===== src/rtl/apb_req_arbiter_if.sv =====
`default_nettype none
// ============================================================================
// Module      : apb_req_arbiter_if
// Description : Requester-side and APB-monitor signal bundle for apb_req_arbiter
// Revision    : 1.0 - initial release
// ============================================================================
interface apb_req_arbiter_if #(
    parameter int NUM_REQ    = 4,
    parameter int ADDR_WIDTH = 32,
    parameter int DATA_WIDTH = 32
);
    logic [NUM_REQ-1:0]            req;
    logic [NUM_REQ-1:0]            req_wr;
    logic [NUM_REQ*ADDR_WIDTH-1:0] req_addr;
    logic [NUM_REQ*DATA_WIDTH-1:0] req_wdata;
    logic [NUM_REQ-1:0]            gnt;
    logic [NUM_REQ-1:0]            done;
    logic [DATA_WIDTH-1:0]         rsp_rdata;
    logic                          rsp_err;
    logic                          m_start;
    logic                          m_wr;
    logic [ADDR_WIDTH-1:0]         m_address;
    logic [DATA_WIDTH-1:0]         m_wdata;
    logic                          apb_psel;
    logic                          apb_penable;
    logic                          apb_pready;
    logic                          apb_pslverr;
    logic [DATA_WIDTH-1:0]         apb_prdata;

    // Arbiter side
    modport slave (
        input  req, req_wr, req_addr, req_wdata,
        input  apb_psel, apb_penable, apb_pready, apb_pslverr, apb_prdata,
        output gnt, done, rsp_rdata, rsp_err,
        output m_start, m_wr, m_address, m_wdata
    );

    // Requesters and bus environment side
    modport master (
        output req, req_wr, req_addr, req_wdata,
        output apb_psel, apb_penable, apb_pready, apb_pslverr, apb_prdata,
        input  gnt, done, rsp_rdata, rsp_err,
        input  m_start, m_wr, m_address, m_wdata
    );
endinterface
`default_nettype wire


===== src/rtl/apb_req_arbiter.sv =====
`default_nettype none
// ============================================================================
// Module      : apb_req_arbiter
// Description : Round-robin sharing of one APB master command port between
//               NUM_REQ requesters. Optional watchdog: define ARB_TIMEOUT_EN.
// Revision    : 1.0 - initial release
// ============================================================================
module apb_req_arbiter #(
    parameter int NUM_REQ        = 4,
    parameter int ADDR_WIDTH     = 32,
    parameter int DATA_WIDTH     = 32,
    parameter int TIMEOUT_CYCLES = 64
) (
    input wire              clk,
    input wire              rst,
    apb_req_arbiter_if.slave bus
);
    localparam int IDX_W = $clog2(NUM_REQ);

    typedef enum logic [1:0] {
        ST_IDLE = 2'b00,
        ST_REQ  = 2'b01,
        ST_BUSY = 2'b10,
        ST_DONE = 2'b11
    } state_t;

    if (NUM_REQ < 2 || NUM_REQ > 8 || TIMEOUT_CYCLES < 2) begin : g_param_check
        $error("apb_req_arbiter: parameter out of range");
    end

    state_t                 r_state, w_state_nxt;
    logic [NUM_REQ-1:0]     r_gnt, w_gnt_nxt;
    logic [NUM_REQ-1:0]     r_done, w_done_nxt;
    logic [DATA_WIDTH-1:0]  r_rdata, w_rdata_nxt;
    logic                   r_rsp_err, w_rsp_err_nxt;
    logic                   r_start, w_start_nxt;
    logic                   r_wr, w_wr_nxt;
    logic [ADDR_WIDTH-1:0]  r_addr, w_addr_nxt;
    logic [DATA_WIDTH-1:0]  r_wdata, w_wdata_nxt;
    logic [IDX_W-1:0]       r_rr_ptr, w_rr_nxt;
    logic [IDX_W-1:0]       r_gidx, w_gidx_nxt;
    logic [IDX_W-1:0]       w_win;
    logic                   w_complete;
    logic                   w_timeout;

    logic [ADDR_WIDTH-1:0]  w_addr_arr  [NUM_REQ];
    logic [DATA_WIDTH-1:0]  w_wdata_arr [NUM_REQ];

    for (genvar i = 0; i < NUM_REQ; i++) begin : g_unpack
        assign w_addr_arr[i]  = bus.req_addr[i*ADDR_WIDTH +: ADDR_WIDTH];
        assign w_wdata_arr[i] = bus.req_wdata[i*DATA_WIDTH +: DATA_WIDTH];
    end

    // Descending scan so the candidate closest after r_rr_ptr is written last.
    always_comb begin
        w_win = '0;
        for (int k = NUM_REQ; k >= 1; k--) begin
            if (bus.req[IDX_W'((int'(r_rr_ptr) + k) % NUM_REQ)]) begin
                w_win = IDX_W'((int'(r_rr_ptr) + k) % NUM_REQ);
            end
        end
    end

    assign w_complete = bus.apb_psel & bus.apb_penable & bus.apb_pready;

`ifdef ARB_TIMEOUT_EN
    localparam int CNT_W = $clog2(TIMEOUT_CYCLES);
    logic [CNT_W-1:0] r_wait;

    // REQ is only entered from IDLE, so clearing in IDLE clears on REQ entry.
    always_ff @(posedge clk) begin
        if (rst) begin
            r_wait <= '0;
        end else if (r_state == ST_IDLE) begin
            r_wait <= '0;
        end else if (r_state == ST_REQ || r_state == ST_BUSY) begin
            r_wait <= r_wait + 1'b1;
        end
    end

    assign w_timeout = (r_state == ST_REQ || r_state == ST_BUSY) &&
                       (r_wait == CNT_W'(TIMEOUT_CYCLES - 1));
`else
    assign w_timeout = 1'b0;
`endif

    always_comb begin
        w_state_nxt   = r_state;
        w_gnt_nxt     = r_gnt;
        w_done_nxt    = '0;
        w_rdata_nxt   = r_rdata;
        w_rsp_err_nxt = 1'b0;
        w_start_nxt   = r_start;
        w_wr_nxt      = r_wr;
        w_addr_nxt    = r_addr;
        w_wdata_nxt   = r_wdata;
        w_rr_nxt      = r_rr_ptr;
        w_gidx_nxt    = r_gidx;
        case (r_state)
            ST_IDLE: begin
                if (|bus.req) begin
                    w_gnt_nxt   = {{(NUM_REQ-1){1'b0}}, 1'b1} << w_win;
                    w_gidx_nxt  = w_win;
                    w_wr_nxt    = bus.req_wr[w_win];
                    w_addr_nxt  = w_addr_arr[w_win];
                    w_wdata_nxt = w_wdata_arr[w_win];
                    w_start_nxt = 1'b1;
                    w_state_nxt = ST_REQ;
                end
            end
            ST_REQ: begin
                if (w_timeout) begin
                    w_start_nxt   = 1'b0;
                    w_done_nxt    = r_gnt;
                    w_rsp_err_nxt = 1'b1;
                    w_state_nxt   = ST_DONE;
                end else if (bus.apb_psel) begin
                    w_start_nxt = 1'b0;
                    w_state_nxt = ST_BUSY;
                end
            end
            ST_BUSY: begin
                if (w_complete) begin
                    if (!r_wr) begin
                        w_rdata_nxt = bus.apb_prdata;
                    end
                    w_done_nxt    = r_gnt;
                    w_rsp_err_nxt = bus.apb_pslverr;
                    w_state_nxt   = ST_DONE;
                end else if (w_timeout) begin
                    w_done_nxt    = r_gnt;
                    w_rsp_err_nxt = 1'b1;
                    w_state_nxt   = ST_DONE;
                end
            end
            default: begin
                w_gnt_nxt   = '0;
                w_rr_nxt    = r_gidx;
                w_state_nxt = ST_IDLE;
            end
        endcase
    end

    always_ff @(posedge clk) begin
        if (rst) begin
            r_state   <= ST_IDLE;
            r_gnt     <= '0;
            r_done    <= '0;
            r_rdata   <= '0;
            r_rsp_err <= 1'b0;
            r_start   <= 1'b0;
            r_wr      <= 1'b0;
            r_addr    <= '0;
            r_wdata   <= '0;
            r_rr_ptr  <= IDX_W'(NUM_REQ - 1);
            r_gidx    <= '0;
        end else begin
            r_state   <= w_state_nxt;
            r_gnt     <= w_gnt_nxt;
            r_done    <= w_done_nxt;
            r_rdata   <= w_rdata_nxt;
            r_rsp_err <= w_rsp_err_nxt;
            r_start   <= w_start_nxt;
            r_wr      <= w_wr_nxt;
            r_addr    <= w_addr_nxt;
            r_wdata   <= w_wdata_nxt;
            r_rr_ptr  <= w_rr_nxt;
            r_gidx    <= w_gidx_nxt;
        end
    end

    assign bus.gnt       = r_gnt;
    assign bus.done      = r_done;
    assign bus.rsp_rdata = r_rdata;
    assign bus.rsp_err   = r_rsp_err;
    assign bus.m_start   = r_start;
    assign bus.m_wr      = r_wr;
    assign bus.m_address = r_addr;
    assign bus.m_wdata   = r_wdata;

endmodule
`default_nettype wire


===== src/flat_wrapper.sv =====
// flat-port wrapper written by rule: the top's interface ports become plain ports
module apb_req_arbiter_flat 
#(
    parameter int NUM_REQ        = 4,
    parameter int ADDR_WIDTH     = 32,
    parameter int DATA_WIDTH     = 32,
    parameter int TIMEOUT_CYCLES = 64
)
  (clk, rst, bus_req, bus_req_wr, bus_req_addr, bus_req_wdata, bus_apb_psel, bus_apb_penable, bus_apb_pready, bus_apb_pslverr, bus_apb_prdata, bus_gnt, bus_done, bus_rsp_rdata, bus_rsp_err, bus_m_start, bus_m_wr, bus_m_address, bus_m_wdata);
  apb_req_arbiter_if #(.NUM_REQ(NUM_REQ), .ADDR_WIDTH(ADDR_WIDTH), .DATA_WIDTH(DATA_WIDTH)) bus_i ();
  input wire clk;
  input wire rst;
  input wire logic [$bits(bus_i.req)-1:0] bus_req;
  input wire logic [$bits(bus_i.req_wr)-1:0] bus_req_wr;
  input wire logic [$bits(bus_i.req_addr)-1:0] bus_req_addr;
  input wire logic [$bits(bus_i.req_wdata)-1:0] bus_req_wdata;
  input wire logic [$bits(bus_i.apb_psel)-1:0] bus_apb_psel;
  input wire logic [$bits(bus_i.apb_penable)-1:0] bus_apb_penable;
  input wire logic [$bits(bus_i.apb_pready)-1:0] bus_apb_pready;
  input wire logic [$bits(bus_i.apb_pslverr)-1:0] bus_apb_pslverr;
  input wire logic [$bits(bus_i.apb_prdata)-1:0] bus_apb_prdata;
  output wire logic [$bits(bus_i.gnt)-1:0] bus_gnt;
  output wire logic [$bits(bus_i.done)-1:0] bus_done;
  output wire logic [$bits(bus_i.rsp_rdata)-1:0] bus_rsp_rdata;
  output wire logic [$bits(bus_i.rsp_err)-1:0] bus_rsp_err;
  output wire logic [$bits(bus_i.m_start)-1:0] bus_m_start;
  output wire logic [$bits(bus_i.m_wr)-1:0] bus_m_wr;
  output wire logic [$bits(bus_i.m_address)-1:0] bus_m_address;
  output wire logic [$bits(bus_i.m_wdata)-1:0] bus_m_wdata;
  assign bus_i.req = bus_req;
  assign bus_i.req_wr = bus_req_wr;
  assign bus_i.req_addr = bus_req_addr;
  assign bus_i.req_wdata = bus_req_wdata;
  assign bus_i.apb_psel = bus_apb_psel;
  assign bus_i.apb_penable = bus_apb_penable;
  assign bus_i.apb_pready = bus_apb_pready;
  assign bus_i.apb_pslverr = bus_apb_pslverr;
  assign bus_i.apb_prdata = bus_apb_prdata;
  assign bus_gnt = bus_i.gnt;
  assign bus_done = bus_i.done;
  assign bus_rsp_rdata = bus_i.rsp_rdata;
  assign bus_rsp_err = bus_i.rsp_err;
  assign bus_m_start = bus_i.m_start;
  assign bus_m_wr = bus_i.m_wr;
  assign bus_m_address = bus_i.m_address;
  assign bus_m_wdata = bus_i.m_wdata;
  apb_req_arbiter #(.NUM_REQ(NUM_REQ), .ADDR_WIDTH(ADDR_WIDTH), .DATA_WIDTH(DATA_WIDTH), .TIMEOUT_CYCLES(TIMEOUT_CYCLES)) u_core (.clk(clk), .rst(rst), .bus(bus_i));
endmodule

===== config.mk =====
export PLATFORM = sky130hd
export DESIGN_NAME = apb_req_arbiter_flat
export DESIGN_NICKNAME = d
export VERILOG_FILES = /design/src/rtl/apb_req_arbiter_if.sv /design/src/rtl/apb_req_arbiter.sv /design/src/flat_wrapper.sv
export SDC_FILE = /design/constraint.sdc
export NUM_CORES = 1
export LEC_CHECK = 0
export CAP_MARGIN = 40
export CORE_AREA = 2 2 158 160
export CTS_CLUSTER_DIAMETER = 40
export DETAILED_ROUTE_END_ITERATION = 10
export DIE_AREA = 0 0 160 162
export HOLD_SLACK_MARGIN = 0.15
export PLACE_DENSITY_LB_ADDON = 0.1
export REMOVE_ABC_BUFFERS = 1
export SYNTH_ARGS = -nofsm -noshare
export SYNTH_HDL_FRONTEND = slang
export SYNTH_SLANG_ARGS = --single-unit

===== constraint.sdc =====
create_clock -name clk -period 4.2 [get_ports clk]
set_input_delay 0.42 -clock clk [delete_from_list [all_inputs] [get_ports clk]]
set_output_delay 0.42 -clock clk [all_outputs]
set_load 0.03 [all_outputs]

==> results.yml, run 1 <==
setup_path:
  cp_max_fo: 40
  start_kind: "primary input"
  worstPathCellList: "clkdlybuf4s50_1 -> or4_4 -> and2_4 -> o31ai_4 -> buf_4 -> a211oi_1 -> a2111oi_1"
  crit_path_end_kind: "flop"
  cpMaxStageDelayCell: "or4_4"
  path_buf_inv: 2
  max_stage_delay_ns: 0.57
  worstSetupPathType: "primary input to flop"
  worst_ep_required_time_ns: 4.49
  rrSetupSlack_ns: 1.63
  crit_family: "buffers and inverters"
  worstPathArrival_ns: 2.99
clock_network:
  numCtsBuffers: 17
  clk_root_buffer_cell: "clkbuf_16"
  clk_path_buf_depth: 2
  htree_levels: 4
  ctsResizeCount: 0
  clkTransAtPathRegs_ns: 0.06
  cts.sinks: 113
  cts_tree: "done"
  ctsHoldBuffers: 0
  postCtsSetupRepairBufs: 0
  insertion_delay_ns: 0.41
cells_and_area:
  layout.nets: 1365
  final_cells: 1397
  syn_to_final_growth_pct: 80.8
  final_layout_size_suffix_gt1_share_pct: 7.09
  nFillCells: 2403
hold_path:
  min_path_type: "primary input to flop"
global_route:
  grt_max_degree: 57
  grt_pass1_wl_um: 39300
  grt_pass1_vias: 6579
  grt_usage_pct: 19.4
  antenna_found_initial: 1
  overflow: 0
route:
  routed_via_density: 4.76
  vias: 6653
  drc: 0
  finalWirelength_um: 26300
  first_iter_violations: 302
  drt_first_pass_iters: 5
  wl_per_cell_um: 18.8
  drtAntennaViolNets: 0
sta:
  max_freq_mhz: 370
  post-route-period-util_pct: 64.4
  hold-worst-slack_ns: 0.444
  skew_ns: 0.00785
  slew_headroom_pct: 51.8
  rsz0062_at_grt: "no"
  slew_violations: 0
  hold_viol_final: 0
  min_period_ns: 2.70
  worstMarginPinSlew_ns: 0.723
  setup_viol: 0
synth:
  synth_cell_types: 41
  avgSynthCellArea_um2: 8.97
  synthArstFlopShare_pct: 0
  ys_ff_latch: 113
  synthFlopType: "dfxtp_1"
  yosys.area.top_type: "dfxtp_1"
  synth.area.top_cells: "dfxtp_1, mux2i_1, a211oi_1"
  synth-edff-count: 0
  syn-instance-count: 683
  synth_top_area_share_pct: 36.9
  ys_seq_area_share_pct: 36.9
  ys_warn_count: 0
  netlist_area_um2: 6120
placed_design:
  dpl.hpwl_um: 18600
  io_buffers: 408
  dp.cells: 1364
  place_congestion: 0.749
flow_run:
  cap_violations: 0
die:
  num_io_pins: 409
  dieArea_um2: 25900
  die_h_um: 162
  fp-row-count: 57
  coreArea_um2: 24100
  die_w_um: 160
  start_util_pct: 25.4
power:
  leakagePower_nw: 4.08
  vdd_drop_max_mv: 0.323
  power_density_nw_per_um2: 524
  power.total_mw: 5.80
outcome:
  status: "finished clean"
-- cells by family (layout without fill, tap and decap cells) --
| kind of cell | Yosys count | after routing | synth area share (%) |
|---|---|---|---|
| AOI/OAI and AO/OA | 193 | 193 | 26.0 |
| adders and majority gates | 4 | 4 | 0.817 |
| buffers and inverters | 107 | 496 | 7.70 |
| DFF | 113 | 113 | 36.9 |
| muxes | 94 | 94 | 15.4 |
| other | 0 | 1 | 0 |
| and+or+nand+nor | 172 | 172 | 13.2 |
-- state kept, by name, indices dropped and copies added, names as in the netlist --
name                  count
u_core.bus.m_start        1
u_core.r_gidx             2
u_core.bus.m_address     32
u_core.bus.rsp_err        1
u_core.bus.m_wr           1
u_core.bus.done           4
u_core.bus.rsp_rdata     32
u_core.bus.m_wdata       32
u_core.r_rr_ptr           2
u_core.bus.gnt            4
u_core.r_state            2
-- metal layers --
| metal | global-route usage (%) | up-vias | wire length [um] |
|---|---|---|---|
| met5 | 0 | - | 0 |
| met4 | 5.53 | 0 | 522 |
| met3 | 5.82 | 25 | 1880 |
| met2 | 34.5 | 244 | 13500 |
| met1 | 22.7 | 3100 | 10300 |
| li1 | - | 3284 | - |
-- area by class of cell --
type | instances | area, um2 | share of cell area [%]
Timing Repair Buffer | 422 | 4210 | 38.0
Multi-Input combinational cell | 463 | 3440 | 31.0
Sequential cell | 113 | 2260 | 20.4
Clock buffer | 17 | 425 | 3.84
Tap cell | 324 | 405 | 3.66
Clock inverter | 15 | 170 | 1.54
Inverter | 42 | 158 | 1.42
Antenna cell | 1 | 2.50 | 0.0226
-- cells in the final DEF, fill, tap and decap left out, types with 2 or more instances in the layout --
master / count
and2_1: 5
a2111oi_1: 27
inv_6: 7
nor2_1: 51
clkbuf_16: 17
mux2i_1: 94
buf_12: 2
clkdlybuf4s50_1: 407
nand3b_1: 28
ha_1: 4
nor2b_1: 3
a211oi_2: 9
a21oi_1: 38
dfxtp_1: 113
o221ai_1: 28
a211oi_1: 67
bufinv_16: 2
or3_1: 2
a211o_1: 2
clkinv_4: 2
nand2_1: 73
a21o_1: 2
a32oi_1: 2
inv_1: 42
buf_4: 13
o211ai_1: 2
a2111oi_2: 10
clkinvlp_4: 2
-- power by group --
| group | total, mW | switching (mW) | internal (mW) |
|---|---|---|---|
| clock | 1.49 | 0.596 | 0.891 |
| combinational | 2.79 | 1.59 | 1.20 |
| sequential | 1.52 | 0.164 | 1.36 |
-- worst reg2reg max path, stage by stage, from the launching register on --
cell	delay, ns
dfxtp_1	0.51
mux2i_1	0.36
o22ai_4	0.13
a21oi_4	0.19
buf_4	0.61
mux2i_1	0.25
a2111oi_1	0.40
-- worst paths after layout --
| check | from | to | cells past startpoint |
|---|---|---|---|
| min reg2reg | u_core.bus.rsp_rdata[14]$_SDFFE_PP0P_ | u_core.bus.rsp_rdata[14]$_SDFFE_PP0P_ | 2 |
| max | bus_req[3] | u_core.bus.m_wdata[24]$_SDFFE_PP0P_ | 7 |
| max reg2reg | u_core.r_rr_ptr[1]$_SDFFE_PP1N_ | u_core.bus.m_address[14]$_SDFFE_PP0P_ | 6 |
| min | rst | u_core.r_gidx[1]$_SDFFE_PP0P_ | 2 |
-- synth_stat cells, types with 2 or more instances --
cell type,number
buf_6,3
o21ai_1,2
a211o_1,2
clkbuf_1,38
a2111oi_2,10
a21oi_1,38
nand3b_1,28
inv_1,42
o221ai_1,28
nor2b_1,3
nor2_1,52
or3_1,2
ha_1,4
a21o_1,2
buf_1,8
a211oi_2,9
a32oi_1,2
dfxtp_1,113
and2_1,5
a2111oi_1,27
nand2_1,73
a211oi_1,67
o211ai_1,2
buf_2,13
mux2i_1,94
-- through the flow --
step / setup WS [ns] / util [%] / area [um2] / TNS (ns)
6_report: 1.50 / 45.9 / 11100 / 0
5_1_grt: 1.34 / 45.9 / 11100 / 0
4_1_cts: 1.46 / 45.9 / 11100 / 0
3_5_place_dp: 1.02 / 43.4 / 10500 / 0
2_1_floorplan: -2.91 / - / 5810 / -114.97
3_3_place_gp: 1.11 / 43.4 / 10500 / 0
Power figures use the tool's default switching activity.
==> run 2: changes to the inputs <==
--- a/config.mk
+++ b/config.mk
@@ -6,10 +6,10 @@
 export NUM_CORES = 1
 export LEC_CHECK = 0
 export CAP_MARGIN = 40
-export CORE_AREA = 2 2 158 160
+export CORE_AREA = 2 2 159 161
 export CTS_CLUSTER_DIAMETER = 40
 export DETAILED_ROUTE_END_ITERATION = 10
-export DIE_AREA = 0 0 160 162
+export DIE_AREA = 0 0 161 163
 export HOLD_SLACK_MARGIN = 0.15
 export PLACE_DENSITY_LB_ADDON = 0.1
 export REMOVE_ABC_BUFFERS = 1
==> constraint.sdc (replaced) <==
create_clock -name clk -period 2.7 [get_ports clk]
set_input_delay 0.27 -clock clk [delete_from_list [all_inputs] [get_ports clk]]
set_output_delay 0.27 -clock clk [all_outputs]
set_load 0.03 [all_outputs]
==> results.yml, run 2 (synthesized netlist as in run 1, its figures left out) <==
outcome:
  status: "finished clean"
power:
  power.total_mw: 9.14
  power_density_nw_per_um2: 817
  leakagePower_nw: 4.13
  vdd_drop_max_mv: 0.353
clock_network:
  insertion_delay_ns: 0.42
  clk_root_buffer_cell: "clkbuf_16"
  numCtsBuffers: 17
  cts.sinks: 113
  postCtsSetupRepairBufs: 0
  ctsResizeCount: 0
  clkTransAtPathRegs_ns: 0.06
  clk_path_buf_depth: 2
  cts_tree: "done"
  ctsHoldBuffers: 0
  htree_levels: 4
flow_run:
  cap_violations: 0
die:
  die_h_um: 163
  die_w_um: 161
  coreArea_um2: 24700
  dieArea_um2: 26200
  fp-row-count: 58
  start_util_pct: 24.8
  num_io_pins: 409
route:
  finalWirelength_um: 26200
  wl_met3_um: 1670
  wl_per_cell_um: 18.6
  first_iter_violations: 309
  top_layer_used: "met4"
  vias: 6580
  met1Wirelength_um: 10700
  drc: 0
  routed_via_density: 4.67
  drt_first_pass_iters: 4
  drtAntennaViolNets: 0
  met2WireLength_um: 13400
sta:
  setup_viol: 0
  skew_ns: 0.0118
  setup_ws_ns: 0.528
  rsz0062_at_grt: "no"
  post-route-period-util_pct: 80.4
  slew_violations: 0
  slew_headroom_pct: 56.8
  max_freq_mhz: 460
  min_period_ns: 2.17
  worstMarginPinSlew_ns: 0.649
  hold_viol_final: 0
global_route:
  grt_pass1_vias: 6809
  grt_usage_pct: 19.7
  overflow: 0
  antenna_found_initial: 1
  grt_max_degree: 59
  grt_pass1_wl_um: 39800
placed_design:
  pre_cts_ws_ns: 0.199
  io_buffers: 408
  place_congestion: 0.743
  dpl.hpwl_um: 18700
setup_path:
  worstPathCellList: "mux2i_1 -> o22ai_4 -> a21oi_4 -> buf_4 -> nand2_1 -> buf_4 -> o221ai_1"
  path_common_cell: "buf_4"
  cp_max_fo: 19
  start_kind: "flop"
  cpMaxStageDelayCell: "dfxtp_1"
  crit_path_end_kind: "flop"
  max_stage_delay_ns: 0.50
  worstPathArrival_ns: 2.51
  worst_ep_required_time_ns: 3.03
  worstSetupPathType: "flop to flop"
cells_and_area:
  layout.cells.most_common_list: "clkdlybuf4s50_1, dfxtp_1, mux2i_1, nand2_1, a211oi_1"
  layout.nets: 1371
  final_layout_size_suffix_gt1_share_pct: 7.61
  syn_to_final_growth_pct: 82.8
  layout_commonest_cell: "clkdlybuf4s50_1"
hold_path:
  min_path_type: "primary input to flop"
==> run 2: final timing paths <==
path | startpoint | to | slack, ns | cells after the start
worst max-delay path | u_core.r_rr_ptr[1]$_SDFFE_PP1N_ | u_core.bus.m_address[26]$_SDFFE_PP0P_ | 0.53 | 7
worst min-delay path | rst | u_core.bus.gnt[3]$_SDFFE_PP0P_ | 0.30 | 2
worst max register to register | u_core.r_rr_ptr[1]$_SDFFE_PP1N_ | u_core.bus.m_address[26]$_SDFFE_PP0P_ | 0.53 | 7
worst min register to register | u_core.bus.rsp_rdata[18]$_SDFFE_PP0P_ | u_core.bus.rsp_rdata[18]$_SDFFE_PP0P_ | 0.45 | 2
==> run 2: final cells by class <==
cell class / instances / area [um2]
Fill cell: 2404 / 13500
Timing Repair Buffer: 428 / 4330
Clock buffer: 17 / 425
Multi-Input combinational cell: 463 / 3440
Clock inverter: 15 / 163
Antenna cell: 1 / 2.50
Tap cell: 330 / 413
Inverter: 42 / 158
Sequential cell: 113 / 2260
==> run 2: power breakdown <==
group	total (mW)	switching [mW]	internal [mW]
logic	4.48	2.50	1.97
clock network	2.29	0.977	1.32
registers	2.37	0.255	2.12
total	9.14	3.74	5.40
==> run 2: critical path: cells and delay by family (launching register included) <==
family	cells	cell delay (ns)
muxes	1	0.32
AOI/OAI and AO/OA	3	0.53
buffers and inverters	2	0.60
DFF	1	0.50
and+or+nand+nor	1	0.12
==> run 2: stage by stage <==
| step | cell area [um2] | util [%] | hold WS (ns) | std cells | TNS, ns |
|---|---|---|---|---|---|
| finish | 11200 | 45.4 | 0.300 | 1409 | 0 |
| detailed placement | 10600 | 43.0 | 0.446 | 1376 | 0 |
| CTS | 11200 | 45.3 | 0.291 | 1408 | 0 |
| global placement | 10600 | 43.0 | 0.440 | 1376 | 0 |
| global route | 11200 | 45.4 | 0.306 | 1409 | 0 |
| floorplan | 5810 | - | 0.339 | 618 | -211.93 |
==> run 2: layer usage <==
layer / up-vias / global-route usage [%]
li1: 3294 / -
met1: 3046 / 22.8
met2: 219 / 35.6
met3: 21 / 5.40
met4: 0 / 5.15
met5: - / 0
==> run 3: changes to the inputs <==
==> constraint.sdc (replaced) <==
create_clock -name clk -period 2.1 [get_ports clk]
set_input_delay 0.21 -clock clk [delete_from_list [all_inputs] [get_ports clk]]
set_output_delay 0.21 -clock clk [all_outputs]
set_load 0.03 [all_outputs]
==> results.yml, run 3 (synthesized netlist as in run 1, its figures left out) <==
placed_design:
  io_buffers: 408
  dpl.hpwl_um: 19400
  place_congestion: 0.792
  dp.cells: 1402
  pre_cts_ws_ns: -0.312
  placed_cell_area_um2: 10900
setup_path:
  worstPathArrival_ns: 2.25
  worstSetupPathType: "flop to flop"
  start_kind: "flop"
  r2r_cells: 7
  cp.depth: 7
  max_stage_delay_ns: 0.40
  cp_max_fo: 17
  path_buf_inv: 2
  crit_path_end_kind: "flop"
  worst_ep_required_time_ns: 2.41
  regToRegStartpoint: "u_core.r_rr_ptr[1]$_SDFFE_PP1N_"
  worstPathCellList: "mux2i_2 -> o22ai_4 -> a21oi_4 -> buf_12 -> buf_12 -> mux2i_1 -> a2111oi_2"
  crit_family: "compound AO/OA/AOI/OAI gates"
  cpMaxStageDelayCell: "dfxtp_2"
  path_common_cell: "buf_12"
  crit_start: "u_core.r_rr_ptr[1]$_SDFFE_PP1N_"
power:
  leakagePower_nw: 4.29
  vdd_drop_max_mv: 0.504
  power_density_nw_per_um2: 1050
hold_path:
  min_path_type: "primary input to flop"
  hold_depth: 2
  min_from: "rst"
route:
  finalWirelength_um: 26500
  drtAntennaViolNets: 0
  wl_per_cell_um: 18.4
  drt_first_pass_iters: 4
  met2WireLength_um: 13600
  vias: 6732
  top_layer_used: "met4"
  drc: 0
  wl_met3_um: 1320
  routed_via_density: 4.69
  first_iter_violations: 281
  met1Wirelength_um: 11000
sta:
  setup_viol: 0
  slew_violations: 0
  min_period_ns: 1.94
  post-route-period-util_pct: 92.2
  setup_ws_ns: 0.164
  worstMarginPinSlew_ns: 0.644
  rsz0062_at_grt: "no"
  slew_headroom_pct: 57.1
  skew_ns: 0.0156
  max_freq_mhz: 517
  hold-worst-slack_ns: 0.207
  hold_viol_final: 0
clock_network:
  cts.sinks: 113
  htree_levels: 4
  numCtsBuffers: 17
  clk_path_buf_depth: 2
  clk_root_buffer_cell: "clkbuf_16"
  postCtsSetupRepairBufs: 0
  clkTransAtPathRegs_ns: 0.07
  cts_tree: "done"
  insertion_delay_ns: 0.43
die:
  num_io_pins: 409
  die_w_um: 161
  start_util_pct: 24.8
  fp-row-count: 58
  dieArea_um2: 26200
  die_h_um: 163
  coreArea_um2: 24700
global_route:
  grt_pass1_vias: 6752
  grt_max_degree: 40
  overflow: 0
  grt_pass1_wl_um: 39600
  antenna_found_initial: 1
  grt_usage_pct: 19.5
cells_and_area:
  layout.nets: 1397
  syn_to_final_growth_pct: 87.6
  layout_commonest_cell: "clkdlybuf4s50_1"
  final_cells: 1435
  final_layout_size_suffix_gt1_share_pct: 10.1
  final_core_util_pct: 46.6
  stdcell_area_um2: 11500
  layout.cells.most_common_list: "clkdlybuf4s50_1, dfxtp_1, mux2i_1, nand2_1, a211oi_1"
outcome:
  status: "finished clean"
flow_run:
  cap_violations: 0
[run 3: changes by cell type in the layout (fill, tap and decap cells not counted), sizes merged]
cell / delta
clkinv: -1
buf: +26
clkinvlp: +1
[run 3: power by group]
part	switching, mW	internal [mW]	leakage [nW]
combinational	3.28	2.76	3.08
sequential	0.332	2.72	0.927
clock	1.27	1.69	0.282
total	4.88	7.17	4.29
[run 3: worst register-to-register path, stage by stage, from the launching register on]
cell	delay [ns]
dfxtp_2	0.40
mux2i_2	0.29
o22ai_4	0.13
a21oi_4	0.16
buf_12	0.20
buf_12	0.17
mux2i_1	0.11
a2111oi_2	0.37
[run 3: area by class of cell]
| class | instances | area, um2 |
|---|---|---|
| tap | 330 | 413 |
| fill | 2405 | 13200 |
| multi-input combinational | 463 | 3450 |
| antenna | 1 | 2.50 |
| clock buffer | 17 | 425 |
| sequential | 113 | 2260 |
| timing repair buffer | 454 | 4610 |
| clock inverter | 15 | 161 |
| inverter | 42 | 158 |
[run 3: final timing paths]
| kind | endpoint | slack, ns |
|---|---|---|
| setup / recovery | u_core.bus.m_wdata[31]$_SDFFE_PP0P_ | 0.16 |
| hold / removal | u_core.bus.rsp_rdata[13]$_SDFFE_PP0P_ | 0.21 |
| setup reg to reg | u_core.bus.m_wdata[31]$_SDFFE_PP0P_ | 0.16 |
| hold reg to reg | u_core.bus.rsp_rdata[20]$_SDFFE_PP0P_ | 0.45 |
[run 3: stage by stage]
step / setup TNS [ns] / total power, mW
3_3_place_gp: -11.17 / 9.15
4_1_cts: 0 / 12.2
3_5_place_dp: -13.18 / 9.16
2_1_floorplan: -254.53 / 6.25
6_report: 0 / 12.0
5_1_grt: 0 / 12.7
[run 3: layer usage]
layer	up-vias	GRT usage, %
li1	3343	-
met1	3169	23.0
met2	194	34.8
met3	26	4.69
met4	0	6.21
met5	-	0
[run 3: what timing repair did]
item	CTS	global route
endpoints found under the setup margin	2	2
pin swaps	0	0
hold endpoints to repair	0	0
hold buffers	0	0
resized for setup	2	2
